$ cat config.mk
export PLATFORM = sky130hd
export DESIGN_NAME = instcache_control
export DESIGN_NICKNAME = d
export VERILOG_FILES = /design/src/rtl/instcache_control.sv
export SDC_FILE = /design/constraint.sdc
export NUM_CORES = 1
export LEC_CHECK = 0
export BUFFER_PORTS_ARGS = -buffer_cell sky130_fd_sc_hd__buf_2
export CORE_MARGIN = 2
export CORE_UTILIZATION = 51
export DETAILED_ROUTE_END_ITERATION = 16
export PLACE_DENSITY = 0.79
export SLEW_MARGIN = 20
export SYNTH_ARGS = -nofsm -noshare
export SYNTH_HDL_FRONTEND = slang
export SYNTH_SLANG_ARGS = --single-unit
$ cat constraint.sdc
create_clock -name clk -period 3.12 [get_ports clk]
set_clock_uncertainty 0.15 [all_clocks]
set_input_delay 0.156 -clock clk [delete_from_list [all_inputs] [get_ports clk]]
set_output_delay 0.156 -clock clk [all_outputs]
set_load 0.03 [all_outputs]
$ cat src/rtl/instcache_control.sv
// instcache_control: control FSM for a 2-way, 8-set, 32-byte-line read-only
// L1 instruction cache. Hits are answered in the request cycle. On a miss it
// fetches the line from physical memory and fills the LRU way. It also keeps
// saturating hit and miss counters.
//   clk, rst              clock, synchronous active-high reset
//   mem_read / mem_resp   CPU fetch request / read data valid
//   pmem_read / pmem_resp memory line request / line valid
//   HIT, way_hit, lru_data, valid_out     datapath status
//   LD_LRU_in, lru_in_value, LD_VALID, valid_in, LD_TAG, W_CACHE_STATUS
//                         datapath controls
//   hit_count, miss_count saturating performance counters
module instcache_control #(
  parameter int unsigned CNT_WIDTH = 16
) (
  input  logic                 clk,
  input  logic                 rst,
  input  logic                 mem_read,
  output logic                 mem_resp,
  input  logic                 pmem_resp,
  output logic                 pmem_read,
  input  logic                 HIT,
  input  logic                 way_hit,
  input  logic                 lru_data,
  input  logic [1:0]           valid_out,
  output logic                 LD_LRU_in,
  output logic                 lru_in_value,
  output logic [1:0]           LD_VALID,
  output logic                 valid_in,
  output logic [1:0]           LD_TAG,
  output logic [2:0]           W_CACHE_STATUS,
  output logic [CNT_WIDTH-1:0] hit_count,
  output logic [CNT_WIDTH-1:0] miss_count
);

  typedef enum logic [1:0] {
    CHECK     = 2'd0,
    FETCH     = 2'd1,
    FILL_WAIT = 2'd2
  } state_e;

  state_e               state_q, state_d;
  logic                 after_fill_q;
  logic                 hit_ev, miss_ev;
  logic [CNT_WIDTH-1:0] hit_count_q, hit_count_d;
  logic [CNT_WIDTH-1:0] miss_count_q, miss_count_d;

  // Victim selection is purely LRU, so the per-way valid bits are not needed.
  logic unused_valid;
  assign unused_valid = ^valid_out;

  always_comb begin
    state_d        = state_q;
    mem_resp       = 1'b0;
    pmem_read      = 1'b0;
    LD_LRU_in      = 1'b0;
    lru_in_value   = 1'b0;
    LD_VALID       = '0;
    valid_in       = 1'b0;
    LD_TAG         = '0;
    W_CACHE_STATUS = 3'b000;
    hit_ev         = 1'b0;
    miss_ev        = 1'b0;

    unique case (state_q)
      CHECK: begin
        if (mem_read) begin
          if (HIT) begin
            mem_resp     = 1'b1;
            LD_LRU_in    = 1'b1;
            lru_in_value = ~way_hit;
            // The retry that completes a fill is not a first-look hit.
            hit_ev       = ~after_fill_q;
          end else begin
            state_d = FETCH;
            miss_ev = 1'b1;
          end
        end
      end
      FETCH: begin
        pmem_read      = 1'b1;
        W_CACHE_STATUS = 3'b011;
        if (pmem_resp) begin
          W_CACHE_STATUS   = 3'b111;
          LD_TAG[lru_data]   = 1'b1;
          LD_VALID[lru_data] = 1'b1;
          valid_in         = 1'b1;
          state_d          = FILL_WAIT;
        end
      end
      FILL_WAIT: state_d = CHECK;
      default:   state_d = CHECK;
    endcase

    // Reset wins over everything, including a coincident pmem_resp.
    if (rst) begin
      mem_resp       = 1'b0;
      pmem_read      = 1'b0;
      LD_LRU_in      = 1'b0;
      lru_in_value   = 1'b0;
      LD_VALID       = '0;
      valid_in       = 1'b0;
      LD_TAG         = '0;
      W_CACHE_STATUS = 3'b000;
    end
  end

  always_comb begin
    hit_count_d  = hit_count_q;
    miss_count_d = miss_count_q;
    if (hit_ev && (hit_count_q != '1)) begin
      hit_count_d = hit_count_q + CNT_WIDTH'(1);
    end
    if (miss_ev && (miss_count_q != '1)) begin
      miss_count_d = miss_count_q + CNT_WIDTH'(1);
    end
  end

  always_ff @(posedge clk) begin
    if (rst) begin
      state_q      <= CHECK;
      after_fill_q <= 1'b0;
      hit_count_q  <= '0;
      miss_count_q <= '0;
    end else begin
      state_q      <= state_d;
      after_fill_q <= (state_q == FILL_WAIT);
      hit_count_q  <= hit_count_d;
      miss_count_q <= miss_count_d;
    end
  end

  assign hit_count  = hit_count_q;
  assign miss_count = miss_count_q;

endmodule

==> results.tsv, run 1 <==
metric	value	unit
drt pass-1 iters	4	
Gate Count Post-Synth	218	
Slew Limit Fails	0	
clock share of power	33.1	%
data required time at the worst endpoint	3.23	ns
Crit Path Category	register to register	
fillcell total	309	
# clock sinks	35	
async set-reset flop share out of synthesis	0	%
CP Launch Type	register	
post-synth top area cell	dfxtp_1	
VDD IR-drop max	0.000211	V
Hold WS	0.0400	ns
I/O Buffers	50	
Die Width	64.4	µm
EDFF count, synth	0	
YS warnings	0	
Root Buffer	clkbuf_4	
Synth Flop Type	dfxtp_1	
DP Wirelength	2.96	mm
Nets	276	
RSZ-0062 raised after global routing	no	
Final Power	764	µW
GPL Wtd Cong	0.867	
Worst Hold End	miss_count[1]	
post-route cell area	2180	µm²
top cell type's share of synthesized area	37.7	%
P_int	572	µW
Synth Area in Simple Gates	34.0	%
largest family of logic cells by synthesized area	simple AND/OR/NAND/NOR gates	
FF+latch count, synth	35	
total via count after detailed routing	1861	
CTS max path bufs	2	
CTS tree	built	
DRC errors left	0	
final setup vio count	0	
most frequent cell after synthesis	dfxtp_1	
Placed Area	2110	µm²
Net Sw Frac	25.2	%
Max Fclk	382	MHz
ranking of synthesized cells by area	dfxtp_1 (38%), or4_1 (6.5%), a21oi_1 (5.9%)	
setup_tns	0	ns
pin count of the biggest net entering global routing	41	
synth unique cells	42	
Post-synth top cells	dfxtp_1 (35), a21oi_1 (22), or4_1 (16), o31ai_1 (13)	
number of global-route vias before repair	1576	
status	finished clean	
Hold Crit Depth	4	
adder-cell area share of the yosys netlist	1.34	%
Worst-path clk slew	0.11	ns
Core Rows	21	
fin crit share	83.9	%
initial antenna violation count	0	
worst-path fanout max	11	
Routed WL	4.21	mm
R2R setup slack	0.50	ns
Area Overhead vs Synth	17.2	%
Ant. Diodes	0	
CTS buffer count	5	
reg2reg start	state_q[1]	
post-layout min period	2.62	ns
P_sw	192	µW
Rel. slew slack	53.2	%
mux contribution to synthesized area	3.56	%
sequential group share of total power	59.7	%
total grt overflow	0	
Worst Hold Launch	HIT	
H-tree Lvls	2	
R2R depth	4	
vias per inst	5.98	
xor/xnor share of the synthesized area	0	%
core area	3420	µm²
Power Density	351	nW/µm²
crit end category	register	
reg-to-reg endpoint	miss_count[15]	
pre-CTS setup slack	0.538	ns
Leak	0.000829	µW
clk_lat worst skew	0.33	ns
Compound-Gate Fraction of Synth Area	18.2	%
Top Ports	53	
Antenna Nets Post-Route	0	
Synthesized Nets	229	
Final Hold Viols	0	
Comb power frac	7.2	%
Worst Hold Class	input port to register	
Initial Util	54.5	%
Post-Syn Area per Cell	8.53	µm²
crit path DAT	2.73	ns
Avg WL per Cell	13.5	µm
die area	4150	µm²
post-route setup slack	0.502	ns
max cap viols	0	
cell area after synthesis	1860	µm²
Seq/Total Area, Yosys	37.7	%
first-pass GRT wire length	7.13	mm
share of layout cells above drive strength 1	27.5	%
Worst Max-Slew Pin Slew	0.702	ns
DRT iter0 DRCs	105	
Tot GR Track Use	21.5	%
Die Ht	64.4	µm
-- area by class of cell --
type,instances,area (µm²),share of cell area [%]
multi-input cells,163,1060,48.7
flip-flops and latches,35,701,32.1
repair buffers,54,283,13.0
well taps,46,57.6,2.64
clock buffers,6,51.3,2.35
inverters,6,22.5,1.03
clock inverters,1,5.00,0.229
-- power groups by stage --
stage,logic (µW),registers [µW],clock network [µW]
4_1_cts,55.7,456,263
2_1_floorplan,36.4,470,0
6_report,55.4,456,253
3_3_place_gp,53.9,466,0
3_5_place_dp,54.5,466,0
5_1_grt,60.8,457,283
-- flip-flops by register name, summed over array words and instances (netlist names) --
name and count:
after_fill_q 1, miss_count 16, state_q 2, hit_count 16
-- timing repair --
action | in CTS | in global routing
buffers inserted | 0 | 0
hold endpoints to repair | 2 | 0
hold buffers | 1 | 0
gates resized for setup | 0 | 0
-- routing by layer --
metal | vias to the layer above | wire, µm | track usage (%)
met1 | 866 | 2020 | 28.5
met5 | - | 0 | 0
met2 | 57 | 1880 | 34.2
li1 | 936 | - | -
met4 | 0 | 34 | 8.78
met3 | 2 | 267 | 4.05
-- per-stage QoR --
step                utilization, %  cells
floorplan                        -    218
global placement              61.9    303
detailed placement            61.9    303
CTS                           63.8    311
global route                  63.8    311
finish                        63.8    311
-- cells in the final DEF, fill, tap and decap left out, types with 4 or more instances in the layout --
cell type | Yosys | routed
inv_1 | 6 | 6
nor3_1 | 4 | 4
nand4_1 | 10 | 10
mux2_2 | 5 | 5
clkbuf_4 | 0 | 5
nor2b_1 | 5 | 5
nand3_1 | 11 | 11
a21oi_1 | 22 | 22
or2_2 | 4 | 4
dfxtp_1 | 35 | 35
buf_2 | 1 | 50
o31ai_1 | 13 | 13
or4_1 | 16 | 16
nor2_1 | 10 | 10
or3_1 | 5 | 5
nand2_1 | 11 | 11
o21ai_0 | 9 | 9
-- worst max-delay path, stage by stage (launching register included) --
cell and delay [ns]:
dfxtp_1 0.36, or4b_1 0.70, or4_1 0.68, or4_1 0.52
a21oi_1 0.15
-- worst max-delay path by stage --
stage                     slack [ns]  cells after the start              to        from
after floorplan                 0.16                      4     LD_VALID[0]  state_q[0]
after global placement          0.58                      4  miss_count[15]  state_q[1]
after detailed placement        0.54                      4  miss_count[15]  state_q[1]
after CTS                       0.53                      4  miss_count[15]  state_q[0]
after global routing            0.39                      4  miss_count[15]  state_q[1]
final                           0.50                      4  miss_count[15]  state_q[1]
-- cell families after synthesis --
family,count (synthesis)
AOI/OAI and AO/OA,54
adders and majority gates,2
buffers and inverters,20
DFF,35
muxes,6
and+or+nand+nor,101
Note: power is estimated with default switching activity, not from simulation.
==> inputs of run 2 (changes only) <==
--- a/config.mk
+++ b/config.mk
@@ -5,11 +5,12 @@
 export SDC_FILE = /design/constraint.sdc
 export NUM_CORES = 1
 export LEC_CHECK = 0
+export ABC_AREA = 1
 export BUFFER_PORTS_ARGS = -buffer_cell sky130_fd_sc_hd__buf_2
 export CORE_MARGIN = 2
-export CORE_UTILIZATION = 51
+export CORE_UTILIZATION = 53
 export DETAILED_ROUTE_END_ITERATION = 16
-export PLACE_DENSITY = 0.79
+export PLACE_DENSITY = 0.8
 export SLEW_MARGIN = 20
 export SYNTH_ARGS = -nofsm -noshare
 export SYNTH_HDL_FRONTEND = slang
==> constraint.sdc (replaced) <==
create_clock -name clk -period 2.65 [get_ports clk]
set_clock_uncertainty 0.15 [all_clocks]
set_input_delay 0.1325 -clock clk [delete_from_list [all_inputs] [get_ports clk]]
set_output_delay 0.1325 -clock clk [all_outputs]
set_load 0.03 [all_outputs]
==> run 2 against run 1 <==
Net effect:
- final cell count grew 32%
- sequential power grew 19%
- clock power grew 70%
- count of clock-buffer cells in the layout grew 2
- via count grew 12%
- critical endpoint is now LD_TAG[1]
- highest routed layer unchanged
==> results.tsv, run 2 <==
metric	value	unit	change
Core Rows	22		+4.8%
async set-reset flop share out of synthesis	0	%	unchanged
Slew Limit Fails	0		unchanged
Top Ports	53		unchanged
DRC errors left	0		unchanged
core area	3740	µm²	+9.6%
reg2reg start	hit_count[0]		
Worst Hold Class	input port to register		
CP peak stage delay	0.38	ns	-0.32 ns
CP Launch Type	register		
xor/xnor share of the synthesized area	1.66	%	+1.7 points
Post-CTS Resized	0		unchanged
Tot GR Track Use	22.3	%	+0.78 points
total grt overflow	0		unchanged
post-synth top area cell	dfxtp_1		
# clock sinks	35		unchanged
Worst Max-Slew Pin Slew	0.376	ns	-0.326 ns
Worst Hold Launch	rst		
fin crit share	70.6	%	
crit end category	output port		
Seq/Total Area, Yosys	33.1	%	-4.5 points
max cap viols	0		unchanged
FF+latch count, synth	35		unchanged
crit path DAT	1.59	ns	-1.14 ns
Synth Flop Type	dfxtp_1		
YS warnings	0		unchanged
H-tree Lvls	2		unchanged
Die Ht	67.2	µm	+4.3%
Gate Count Post-Synth	314		+44%
largest family of logic cells by synthesized area	simple AND/OR/NAND/NOR gates		
Initial Util	56.5	%	+2.0 points
top cell type's share of synthesized area	33.1	%	-4.5 points
final setup vio count	0		unchanged
CTS max path bufs	2		unchanged
Max Fclk	534	MHz	
Avg WL per Cell	11.3	µm	-17%
cell area after synthesis	2120	µm²	+14%
share of layout cells above drive strength 1	26.6	%	-0.90 points
mux contribution to synthesized area	0	%	-3.6 points
Worst-path clk slew	0.07	ns	-0.04 ns
RSZ-0062 raised after global routing	no		
vias per inst	5.05		-16%
initial antenna violation count	0		unchanged
most frequent cells in the layout	nand2_1 (77), nor2_1 (66), buf_2 (50), dfxtp_1 (35), nand3_1 (25)		
Synthesized Nets	325		+42%
drt pass-1 iters	4		unchanged
worst-path fanout max	4		-7
Top delay family on crit path	simple AND/OR/NAND/NOR gates		
Root Buffer	clkbuf_8		
DRT iter0 DRCs	96		-8.6%
Rel. slew slack	74.7	%	+21 points
Final Power	1070	µW	+40%
Die Width	67.2	µm	+4.3%
area of the multi-input gates	1270	µm²	+20%
I/O Buffers	50		unchanged
Routed WL	4.64	mm	+10%
post-layout min period	1.87	ns	
EDFF count, synth	0		unchanged
number of global-route vias before repair	1824		+16%
first-pass GRT wire length	7.69	mm	+7.8%
data required time at the worst endpoint	2.37	ns	-0.86 ns
Area Overhead vs Synth	16.8	%	
ranking of synthesized cells by area	dfxtp_1 (33%), nand2_1 (14%), nor2_1 (12%)		
Crit Path Category	register to output port		
DP Wirelength	3.49	mm	+18%
Crit path top cell by count	nor2_1		
clk_lat worst skew	0.29	ns	-0.04 ns
die area	4510	µm²	+8.8%
crit-path cells	inv_2 -> nor2_1 -> inv_1 -> nor2_1 -> and3_1 -> buf_2		
pin count of the biggest net entering global routing	17		-59%
most frequent cell after synthesis	nand2_1		
adder-cell area share of the yosys netlist	1.18	%	-0.16 points
FF/Latch Area	701	µm²	unchanged
VDD IR-drop max	0.000271	V	+28%
fillcell total	369		+19%
synth unique cells	31		-26%
Power Density	433	nW/µm²	+24%
Post-Syn Area per Cell	6.74	µm²	-21%
total via count after detailed routing	2080		+12%
Buf+Inv Stages, Crit Path	3		+3
Leak	0.00108	µW	+30%
Post-synth top cells	nand2_1 (77), nor2_1 (66), dfxtp_1 (35), nand3_1 (25), a21oi_1 (22)		
Max stage delay cell, worst path	dfxtp_1		
Nets	374		+36%
Final Hold Viols	0		unchanged
CTS tree	built		
Synth Area in Simple Gates	50.2	%	+16 points
Compound-Gate Fraction of Synth Area	7.04	%	-11 points
setup_tns	0	ns	unchanged
GPL Wtd Cong	0.887		+2.4%
Critical Path Start	state_q[0]		
commonest non-fill, non-tap cell in the layout	nand2_1		
Antenna Nets Post-Route	0		unchanged
status	finished clean		
Ant. Diodes	0		unchanged
CTS buffer count	5		unchanged
run 2: cell families after synthesis:
family	count (synthesis)
adder cells (fa/ha/maj)	2
buffers and inverters	29
AO/OA/AOI/OAI	29
flip-flops	35
AND/OR/NAND/NOR	215
XOR/XNOR	4
run 2: cell type report:
| type | instances | share of cell area [%] |
|---|---|---|
| multi-input combinational | 250 | 51.4 |
| sequential | 35 | 28.4 |
| timing repair buffer | 52 | 10.8 |
| clock buffer | 8 | 4.05 |
| inverter | 19 | 2.89 |
| tap | 48 | 2.43 |
run 2: what timing repair did:
item | CTS | global route
hold buffers | 1 | 0
hold endpoints to repair | 1 | 0
buffers inserted | 0 | 0
run 2: per-layer routing:
metal	global-route usage (%)	vias up	part of all wire (%)
met5	0	-	0
met2	39.5	32	49
met1	26.2	940	46
met3	4.83	5	3.5
met4	8.42	0	1.1
li1	-	1103	-
run 2: per-stage QoR:
step           cells  instance area [µm²]  worst slack (ns)  utilization, %  hold WS, ns
2_1_floorplan    314                 2120             0.504               -       0.0618
3_3_place_gp     403                 2360             0.985            63.1        0.296
3_5_place_dp     403                 2360             0.946            63.1        0.307
4_1_cts          412                 2470             0.852            66.0       0.0374
5_1_grt          412                 2470             0.641            66.0       0.0635
6_report         412                 2470             0.778            66.0       0.0472
run 2: worst paths after layout:
path                                       to  slack [ns]  depth (start not counted)
worst min register to register   after_fill_q        0.33                          1
worst max-delay path                LD_TAG[1]        0.78                          6
worst min-delay path            miss_count[7]        0.05                          2
worst max register to register  hit_count[13]        0.92                          6
run 2: power by group:
part	switching, µW	internal, µW
Combinational	68.0	30.1
Sequential	8.01	533
Clock	194	237
==> inputs of run 3 (changes only) <==
--- a/config.mk
+++ b/config.mk
@@ -5,12 +5,12 @@
 export SDC_FILE = /design/constraint.sdc
 export NUM_CORES = 1
 export LEC_CHECK = 0
-export ABC_AREA = 1
+export ABC_AREA = 0
 export BUFFER_PORTS_ARGS = -buffer_cell sky130_fd_sc_hd__buf_2
 export CORE_MARGIN = 2
-export CORE_UTILIZATION = 53
+export CORE_UTILIZATION = 46
 export DETAILED_ROUTE_END_ITERATION = 16
-export PLACE_DENSITY = 0.8
+export PLACE_DENSITY = 0.75
 export SLEW_MARGIN = 20
 export SYNTH_ARGS = -nofsm -noshare
 export SYNTH_HDL_FRONTEND = slang
==> constraint.sdc (replaced) <==
create_clock -name clk -period 1.7 [get_ports clk]
set_clock_uncertainty 0.15 [all_clocks]
set_input_delay 0.085 -clock clk [delete_from_list [all_inputs] [get_ports clk]]
set_output_delay 0.085 -clock clk [all_outputs]
set_load 0.03 [all_outputs]
==> run 3 against run 2 <==
Net effect:
- the run now ends with negative setup slack left
- sequential share of layout area fell by 4.0 points
- count of clock-buffer cells in the layout fell by 1
- power rose by 51%
- clock power rose by 40%
- sequential power rose by 48%
- cell area rose by 33%
- flip-flop and latch count did not move
- final cell count fell by 4.6%
- combinational power rose by 120%
- hold slack improved by 0.041 ns
- critical endpoint is now hit_count[2]
- highest routed layer unchanged
==> results.tsv, run 3 (synthesized netlist as in run 1, its figures left out) <==
metric	value	unit	change
initial antenna violation count	0		unchanged
core area	3940	µm²	+5.3%
DP Wirelength	3.90	mm	+12%
crit path DAT	2.24	ns	+0.65 ns
GPL Wtd Cong	0.833		-6.1%
M1 GR Usage	32.1	%	+5.9 points
Tot GR Track Use	27.4	%	+5.1 points
Max Fclk	456	MHz	
DRT iter0 DRCs	183		+91%
Die Ht	67.6	µm	+0.62%
data required time at the worst endpoint	1.75	ns	-0.62 ns
Initial Util	47.2	%	-9.3 points
gr busiest metal	met2		
fillcell total	203		-45%
met3 Track Usage GR	4.50	%	-0.33 points
Power Density	492	nW/µm²	+13%
Top Ports	53		unchanged
DRC errors left	0		unchanged
post-route setup slack	-0.491	ns	-1.27 ns
Slew Limit Fails	0		unchanged
Worst Max-Slew Pin Slew	0.452	ns	+0.0755 ns
Ant. Diodes	0		unchanged
clk_lat worst skew	0.29	ns	about the same
share of layout cells above drive strength 1	61.8	%	+35 points
Avg WL per Cell	18.2	µm	+62%
CTS tree	built		
VDD IR-drop max	0.000445	V	+64%
GR Util met2	47.9	%	+8.4 points
drt pass-1 iters	5		+1
commonest non-fill, non-tap cell in the layout	buf_4		
CTS buffer count	5		unchanged
status	finished with violations		
RSZ-0062 raised after global routing	yes		
Worst-path clk slew	0.07	ns	about the same
first-pass GRT wire length	9.35	mm	+22%
Antenna Nets Post-Route	0		unchanged
H-tree Lvls	2		unchanged
Root Buffer	clkbuf_8		
Core Rows	23		+4.5%
total via count after detailed routing	2377		+14%
worst-path fanout max	5		+1
Leak	0.00135	µW	+25%
Rel. slew slack	69.6	%	-5.0 points
Final Power	1620	µW	+51%
I/O Buffers	50		unchanged
Die Width	67.6	µm	+0.62%
Hold WS	0.0885	ns	+0.0413 ns
failing checks	negative setup slack		
# clock sinks	35		unchanged
R2R setup slack	-0.49	ns	-1.41 ns
most frequent cells in the layout	buf_4 (73), buf_2 (38), dfxtp_4 (23), a21oi_1 (20), buf_6 (18)		
Area Overhead vs Synth	76.7	%	
CP Launch Type	register		
Nets	353		-5.6%
post-layout min period	2.19	ns	
final setup vio count	44		+44
total grt overflow	0		unchanged
max cap viols	0		unchanged
Worst Hold Class	input port to register		
fin crit share	129	%	
CTS max path bufs	2		unchanged
number of global-route vias before repair	2067		+13%
crit end category	register		
die area	4570	µm²	+1.2%
pin count of the biggest net entering global routing	40		+23
Final Hold Viols	0		unchanged
pre-CTS setup slack	-0.385	ns	-1.33 ns
Routed WL	7.14	mm	+54%
Crit Path Category	register to register		
vias per inst	6.05		+20%
[run 3: per-stage QoR]
step                      setup TNS [ns]  cells  utilization, %  area, µm²
after global routing              -13.41    393            83.4       3290
after CTS                          -6.13    384            78.3       3090
after floorplan                    -5.14    218               -       2120
after detailed placement           -5.63    365            71.0       2800
after global placement             -4.80    365            71.0       2800
final                             -11.21    393            83.4       3290
[run 3: timing repair]
action	in CTS	in global routing
pin swaps	13	11
hold buffers	1	0
gates cloned	0	0
buffers inserted	10	10
setup endpoints to repair	34	40
gates resized for setup	26	40
hold endpoints to repair	2	0
[run 3: worst paths after layout]
kind,from,endpoint,cells after the start
setup reg to reg,state_q[0],hit_count[2],8
hold / removal,rst,hit_count[10],3
hold reg to reg,miss_count[11],miss_count[11],2
setup / recovery,state_q[0],hit_count[2],8
[run 3: worst max-delay path, stage by stage (launching register included)]
cell and delay, ns:
dfxtp_2 0.34, buf_4 0.13, buf_6 0.12, and4bb_4 0.33, buf_6 0.10, buf_6 0.09, nand2b_4 0.07, or4_1 0.53
a21oi_1 0.22
[run 3: final cells by class]
type | count | area [µm²] | area share [%]
clock buffers | 7 | 76.3 | 2.32
clock inverters | 1 | 5.00 | 0.152
inverters | 6 | 22.5 | 0.685
multi-input cells | 163 | 1350 | 41.1
flip-flops and latches | 35 | 800 | 24.3
well taps | 50 | 62.6 | 1.90
repair buffers | 131 | 971 | 29.5
[run 3: power breakdown]
part / leakage, µW / internal (µW) / total [µW] / switching (µW)
registers: 0.000306 / 794 / 803 / 8.87
clock network: 0.0000422 / 288 / 603 / 315
logic: 0.000999 / 100 / 211 / 110
total: 0.00135 / 1180 / 1620 / 434
[run 3: per-layer routing]
layer / vias to the layer above / wire length, µm / part of all wire (%)
li1: 1095 / - / -
met4: 0 / 198 / 2.8
met3: 19 / 413 / 5.8
met1: 1158 / 2840 / 40
met5: - / 0 / 0
met2: 105 / 3700 / 52
